===== src/rtl/pooling_sequencer.sv =====
// pooling_sequencer
//   Sequential 2x2 average pooling of one IMG_DIM x IMG_DIM frame. The source
//   RAM is raster-scanned one pixel per cycle. Horizontal pair sums from even
//   rows are kept in a line buffer of OUT_DIM entries. Each odd-row pair
//   completes a block, and the block average is written to the destination RAM.
//
// Build option:
//   POOL_ROUNDING_EN  defined   : wr_data = sat((sum + 2) >> 2), round-half-up
//                     undefined : wr_data = sum >> 2, truncation
//
// Ports:
//   clk      in   system clock
//   reset    in   synchronous active-high reset
//   start    in   one-cycle frame request, honoured only in IDLE
//   busy     out  high while the frame is being read or drained
//   done     out  one-cycle pulse after the last averaged pixel is written
//   rd_en    out  source RAM read enable
//   rd_addr  out  source pixel index, row*IMG_DIM+col
//   rd_data  in   source pixel, valid one cycle after rd_en
//   wr_en    out  destination write strobe
//   wr_addr  out  destination index, (row/2)*OUT_DIM+(col/2)
//   wr_data  out  averaged pixel
module pooling_sequencer #(
  parameter int RESOLUTION = 8,
  parameter int IMG_DIM    = 28,
  parameter int OUT_DIM    = IMG_DIM / 2,
  parameter int RD_AW      = $clog2(IMG_DIM * IMG_DIM),
  parameter int WR_AW      = $clog2(OUT_DIM * OUT_DIM)
) (
  input  logic                  clk,
  input  logic                  reset,
  input  logic                  start,
  output logic                  busy,
  output logic                  done,
  output logic                  rd_en,
  output logic [RD_AW-1:0]      rd_addr,
  input  logic [RESOLUTION-1:0] rd_data,
  output logic                  wr_en,
  output logic [WR_AW-1:0]      wr_addr,
  output logic [RESOLUTION-1:0] wr_data
);

  localparam int CW = $clog2(IMG_DIM);
  localparam int SW = RESOLUTION + 2;

  typedef enum logic [1:0] {IDLE, RUN, DRAIN, DONE} state_t;

  state_t                  state_q, state_d;
  logic [RD_AW-1:0]        rd_addr_q;
  logic [CW-1:0]           row_q, col_q;
  logic                    drain_q;
  logic                    last_addr;

  logic                    vld_p1;
  logic                    row_odd_p1;
  logic [CW-1:0]           col_p1;

  logic [SW-1:0]           lbuf_q [OUT_DIM];
  logic [SW-1:0]           acc_q;
  logic                    wr_en_q;
  logic [WR_AW-1:0]        wr_addr_q, wr_ptr_q;
  logic [RESOLUTION-1:0]   wr_data_q;

  logic [CW-2:0]           bidx;
  logic [SW-1:0]           pix_ext;
  logic [SW-1:0]           blk_sum;

  function automatic logic [RESOLUTION-1:0] avg_px(input logic [SW-1:0] s);
`ifdef POOL_ROUNDING_EN
    logic [SW:0] r;
    r = {1'b0, s} + (SW+1)'(2);
    // r[SW:2] is one bit wider than a pixel; a set top bit means saturate.
    if (r[SW]) return '1;
    return r[SW-1:2];
`else
    return RESOLUTION'(s >> 2);
`endif
  endfunction

  assign last_addr = (rd_addr_q == RD_AW'(IMG_DIM * IMG_DIM - 1));
  assign rd_addr   = rd_addr_q;
  assign wr_en     = wr_en_q;
  assign wr_addr   = wr_addr_q;
  assign wr_data   = wr_data_q;

  always_ff @(posedge clk) begin
    if (reset) state_q <= IDLE;
    else       state_q <= state_d;
  end

  always_comb begin
    state_d = state_q;
    busy    = 1'b0;
    done    = 1'b0;
    rd_en   = 1'b0;
    case (state_q)
      IDLE:  if (start) state_d = RUN;
      RUN: begin
        busy  = 1'b1;
        rd_en = 1'b1;
        if (last_addr) state_d = DRAIN;
      end
      // Two cycles: one for the last read to return, one for its write.
      DRAIN: begin
        busy = 1'b1;
        if (drain_q) state_d = DONE;
      end
      DONE: begin
        done    = 1'b1;
        state_d = IDLE;
      end
      default: state_d = IDLE;
    endcase
  end

  // Issue stage: address and row/col counters, restarted every frame.
  always_ff @(posedge clk) begin
    if (reset) begin
      rd_addr_q <= '0;
      row_q     <= '0;
      col_q     <= '0;
      drain_q   <= 1'b0;
    end else begin
      if (state_q == RUN && !last_addr) begin
        rd_addr_q <= rd_addr_q + RD_AW'(1);
        if (col_q == CW'(IMG_DIM - 1)) begin
          col_q <= '0;
          row_q <= row_q + CW'(1);
        end else begin
          col_q <= col_q + CW'(1);
        end
      end else begin
        rd_addr_q <= '0;
        row_q     <= '0;
        col_q     <= '0;
      end
      drain_q <= (state_q == DRAIN) ? ~drain_q : 1'b0;
    end
  end

  // Stage p1: position of the pixel arriving on rd_data this cycle.
  always_ff @(posedge clk) begin
    if (reset) begin
      vld_p1     <= 1'b0;
      row_odd_p1 <= 1'b0;
      col_p1     <= '0;
    end else begin
      vld_p1     <= rd_en;
      row_odd_p1 <= row_q[0];
      col_p1     <= col_q;
    end
  end

  assign bidx    = col_p1[CW-1:1];
  assign pix_ext = SW'(rd_data);
  assign blk_sum = acc_q + pix_ext;

  // Stage p2: line-buffer accumulation and registered write port.
  always_ff @(posedge clk) begin
    if (reset) begin
      for (int i = 0; i < OUT_DIM; i++) lbuf_q[i] <= '0;
      acc_q     <= '0;
      wr_en_q   <= 1'b0;
      wr_addr_q <= '0;
      wr_data_q <= '0;
      wr_ptr_q  <= '0;
    end else begin
      wr_en_q <= 1'b0;
      if (state_q == IDLE) wr_ptr_q <= '0;
      if (vld_p1) begin
        case ({row_odd_p1, col_p1[0]})
          2'b00: lbuf_q[bidx] <= pix_ext;
          2'b01: lbuf_q[bidx] <= lbuf_q[bidx] + pix_ext;
          2'b10: acc_q        <= lbuf_q[bidx] + pix_ext;
          default: begin
            // Blocks complete in raster order, so a running pointer is the address.
            wr_en_q   <= 1'b1;
            wr_addr_q <= wr_ptr_q;
            wr_data_q <= avg_px(blk_sum);
            wr_ptr_q  <= wr_ptr_q + WR_AW'(1);
          end
        endcase
      end
    end
  end

endmodule


===== config.mk =====
export PLATFORM = sky130hd
export DESIGN_NAME = pooling_sequencer
export DESIGN_NICKNAME = d
export VERILOG_FILES = /design/src/rtl/pooling_sequencer.sv
export SDC_FILE = /design/constraint.sdc
export NUM_CORES = 1
export LEC_CHECK = 0
export ABC_CLOCK_PERIOD_IN_PS = 4670
export BUFFER_PORTS_ARGS = -buffer_cell sky130_fd_sc_hd__buf_2
export CAP_MARGIN = 15
export CORE_AREA = 5 5 156 158
export DETAILED_ROUTE_END_ITERATION = 6
export DIE_AREA = 0 0 161 163
export SYNTH_ARGS = -nofsm -noshare
export SYNTH_HDL_FRONTEND = slang
export SYNTH_SLANG_ARGS = --single-unit

===== constraint.sdc =====
create_clock -name clk -period 4.67 [get_ports clk]
set_clock_uncertainty 0.05 [all_clocks]
set_input_delay 0.934 -clock clk [delete_from_list [all_inputs] [get_ports clk]]
set_output_delay 0.934 -clock clk [all_outputs]
set_load 0.02 [all_outputs]

## Word-level counts from Yosys, hierarchy flattened

Memories as Yosys holds them, arrays and structs flattened. A register that Yosys moved wholly into a read port is not among the register bits.
Cells that the tools add are included.
W data, S select, Z words.

- Register bits: 65
- Latch bits: 0
- Memory bits (writable): 140
- Memory bits (read-only): 0
- Input port bits: 11
- Output and inout port bits: 30
- Memories: 1

- Add/subtract/negate cells: 6
- Multipliers: 0
- Divide/modulo/power cells: 0
- Magnitude comparators: 0
- Eq/ne operators: 10
- Shift-type cells: 0
- Mux-type cells: 26
- Bitwise logic cells: 6
- Reductions and logical operators: 14

Memories:

| name | words | width | read ports | clocked after Yosys merged registers in | write ports | line | RTL |
|---|---|---|---|---|---|---|---|
| lbuf_q | 14 | 10 | 1 | 1 | 14 | 58 | `logic [SW-1:0] lbuf_q [OUT_DIM];` |

Operators with widths:

| operator | number |
|---|---|
| $mux W8 | 3 |
| $add A10 B8 Y10 | 2 |
| $mux W10 | 2 |
| $mux W1 | 15 |
| $add A10 B1 Y10 const B | 1 |
| $add A5 B1 Y5 const B | 2 |
| $eq A10 B10 Y1 const B | 1 |
| $reduce_or A10 Y1 | 1 |
| $add A8 B1 Y8 const B | 1 |
| $mux W4 | 2 |
| $pmux W2 S4 | 1 |
| $reduce_or A2 Y1 | 4 |
| $eq A2 B2 Y1 const B | 3 |
| $mux W2 | 3 |
| $ne A2 B2 Y1 const B | 3 |
| $reduce_or A3 Y1 | 2 |
| $eq A5 B5 Y1 const B | 1 |
| $not A1 Y1 | 5 |
| $eq A2 B1 Y1 const B | 2 |
| $logic_not A2 Y1 | 2 |
| $reduce_and A2 Y1 | 2 |
| $reduce_and A3 Y1 | 1 |
| $logic_and A1 B1 Y1 | 1 |
| $logic_not A1 Y1 | 1 |
| $or A1 B1 Y1 | 1 |

## Logic depth before layout (Yosys ltp)

- Depth in word-level cells: 8
- Mapped depth: 14

## Worst setup path after synthesis

Ideal clock, no wire load.

- Path type: flip-flop to flip-flop
- Start: register col_p1[1]
- End: memory lbuf_q[14][6] (netlist name) (data pin)
- Data arrival time: 3.783 ns
- Slack: 0.568 ns
- Stages on the path, launching flop included: 15
- Path buffers: 4
- Period minus slack after synthesis: 4.102 ns
- Cells stage by stage: dfxtp_1 -> buf_6 -> buf_8 -> buf_2 -> mux4_2 -> mux4_2 -> ha_1 -> fa_1 -> a21o_1 -> a21oi_1 -> o21bai_1 -> mux2i_1 -> a21boi_1 -> clkbuf_1 -> inv_1

RTL lines:

| what | line | RTL |
|---|---|---|
| from (decl) | 56 | `logic [CW-1:0] col_p1;` |
| from (signal assigned) | 150 | `col_p1 <= col_q;` |
| to (decl) | 58 |  |

==> impl_results.md <==
- Outcome: completed
- Clk root buf: clkbuf_16
- Setup crit end kind: register
- P_sw: between 1 and 1.5 mW
- HPWL after detailed placement: 16300 µm
- Highest-delay cell along the critical path: dfxtp_2
- RSZ-0062 raised after global routing: false
- Ranking of synthesized cells by area: edfxtp_1 48%, dfxtp_1 12%, mux4_2 9.4%
- Clk sinks: 221
- First-pass GRT wire length: 36400 µm
- Worst slew pin tran: slightly above 1 ns
- Area share of the largest cell type after synthesis: 0.478
- Most common cell in the netlist: nor2_1
- Maximum clock insertion buffer count: 3
- Synth cell count leaders: 168 x nor2_1, 160 x edfxtp_1, 71 x nand2_1
- Util after Layout: 0.499
- Via density: 5.47
- Fraction of layout instances using a drive strength above 1: 0.203
- Sequential element share of the synthesized area: 0.600
- Max frequency: 0.243 GHz
- Largest net degree at the start of global routing: 60
- Slew HR: 0.310
- Post-route ant nets: 0
- Final GP Congestion: 0.849
- Syn_nets: 833
- Core ar.: 0.0230 mm²
- Max-Cap Viols: 0
- # DRC: 0
- Setup violators final: 0
- Ports: 41
- Crit path launch type: register
- Fin nets: around 880
- DIE HEIGHT: approximately 160 µm
- Comb pwr share: 0.097
- Number of global-route vias before repair: 6131
- Crit Path Category: register to register
- GR Util All Layers: 0.180
- EDFF count, synth: 160
- Post-Syn Area per Cell: about 13 µm²
- Post-Syn Area: 0.0101 mm²
- Post-synth cell types: 54
- Worst VDD drop: between 0.2 and 0.25 mV
- TritonCTS Buffers: 24
- Min cycle time layout: 4.12 ns
- CP Data Required Time: 4.87 ns
- Die W: 161 µm
- Clk pwr share: 0.418
- Post-CTS Setup Repair Bufs: 0
- Final instance area: 0.0115 mm²
- Initial antenna violation count: 0
- Latest clock arrival within the worst-skew pair: 0.52 ns
- Port Buffers: 40
- Flops & latches, synth: 221
- Placed cell area: 0.0107 mm²
- Synth Flop Type: edfxtp_1
- Row count: 56
- Cell taking the most area after synthesis: edfxtp_1
- Clk slew on worst S/H paths: about 0.06 ns
- Static Leak: 4.26 nW
- HP Class: register to register
- Critical-path maximum fanout: 15
- Final Cycle Share: 0.882
- Grt ovf: 0
- YS warnings: 0
- Via count: between 6000 and 7000
- Initial DRC Count: 496
- Area Growth Syn to Fin: 14.2%
- Setup TNS: 0 ns
- Critical path's largest stage delay: roughly 0.67 ns
- Hold-fix buffers, CTS: 0
- DR pass1 iterations: 5
- Reg power frac: 0.485
- Internal: 3.48 mW
- PD cells: between 300 and 400 mW/mm²
- Endpoints failing hold: 0
- Inserted Diodes: 0
- Post-Syn Instances: 799
- CTS tree: done
- DRT Wirelength: 23800 µm
- Critical path, cell by cell: buf_12, mux4_2, mux4_2, ha_1, fa_1, a21o_1, a21oi_1, o21ai_0, a21o_1, nand3_1, buf_4, nor2_1
- Post_cts resized: 0
- WP data arrival: 4.32 ns
- Fin. max-slew vios: 0
- Overall die area: 0.0262 mm²
- H-tree Lvls: 1
- Async set-reset flop share out of synthesis: 0
- Initial Util: 0.437
- DR WL/cell: 20.6 µm
- Switch share: 0.236
==> critical path, delay by kind of cell (launching register included) <==
kind	cells	cell delay [ns]
AO/OA/AOI/OAI	4	0.87
adder cells (fa/ha/maj)	2	0.64
buffers and inverters	2	0.47
flip-flops	1	0.67
multiplexers	2	0.97
AND/OR/NAND/NOR	2	0.15
==> metal layers <==
metal | wire (µm) | GRT usage | vias to the layer above | share of wire
met5 | 0 | 0 | - | 0
met4 | 652 | 0.0535 | 0 | 0.027
met3 | 1300 | 0.0251 | 43 | 0.054
met2 | 11500 | 0.303 | 191 | 0.48
met1 | 10400 | 0.246 | 3116 | 0.44
li1 | - | - | 2977 | -
==> kinds of logic after synthesis <==
| logic type | share of synthesized area |
|---|---|
| flip-flops | 0.600 |
| buffers and inverters | 0.0325 |
| AO/OA/AOI/OAI | 0.0499 |
| adder cells (fa/ha/maj) | 0.0294 |
| AND/OR/NAND/NOR | 0.148 |
| multiplexers | 0.121 |
| XOR/XNOR | 0.0199 |
==> power groups by stage <==
stage | Clock (mW) | Combinational [mW] | Sequential (mW)
finish | 1.90 | 0.440 | 2.21
global route | 2.02 | 0.476 | 2.21
CTS | 1.94 | 0.441 | 2.21
detailed placement | 0 | 0.438 | 2.25
global placement | 0 | 0.437 | 2.25
floorplan | 0 | 0.301 | 2.23
==> layout by cell type, fill, tap and decap left out, types with 22 or more instances in the layout <==
master and instances:
mux4_2 42, nor2_1 168, ha_1 22, buf_2 40, nand2b_1 24, clkbuf_16 26, buf_4 33, dfxtp_1 59
edfxtp_1 160, a21oi_1 34, nand2_1 71
==> through the flow <==
| step | power [mW] | setup WS (ns) | hold slack, ns | cells |
|---|---|---|---|---|
| floorplan | 2.54 | 0.568 | 0.386 | 799 |
| global placement | 2.68 | 0.534 | 0.387 | 1112 |
| CTS | 4.59 | 0.537 | 0.400 | 1156 |
| finish | 4.55 | 0.551 | 0.396 | 1156 |
| global route | 4.71 | 0.314 | 0.416 | 1156 |
| detailed placement | 2.69 | 0.567 | 0.391 | 1112 |
==> sequential cells by signal, summed over array words and instances (netlist names), 2 cells and up <==
register / flops
acc_q: 10
col_p1: 5
col_q: 5
lbuf_q: 160
rd_addr: 10
state_q: 2
wr_addr: 8
wr_data: 8
wr_ptr_q: 8
==> area by class of cell <==
class	count	area, µm²
Timing Repair Buffer	77	528
Clock inverter	9	77.6
Inverter	14	52.6
Fill cell	2013	11500
Multi-Input combinational cell	510	3700
Tap cell	290	363
Clock buffer	35	726
Sequential cell	221	6030
==> final timing paths <==
| check | from | end | slack, ns | cells past startpoint |
|---|---|---|---|---|
| max | col_p1[1] | lbuf_q[11][8] | 0.55 | 12 |
| min | wr_data[0] | wr_data[0] | 0.40 | 2 |
| max reg2reg | col_p1[1] | lbuf_q[11][8] | 0.55 | 12 |
| min reg2reg | wr_data[0] | wr_data[0] | 0.40 | 2 |
(Power assumes the default switching activity.)
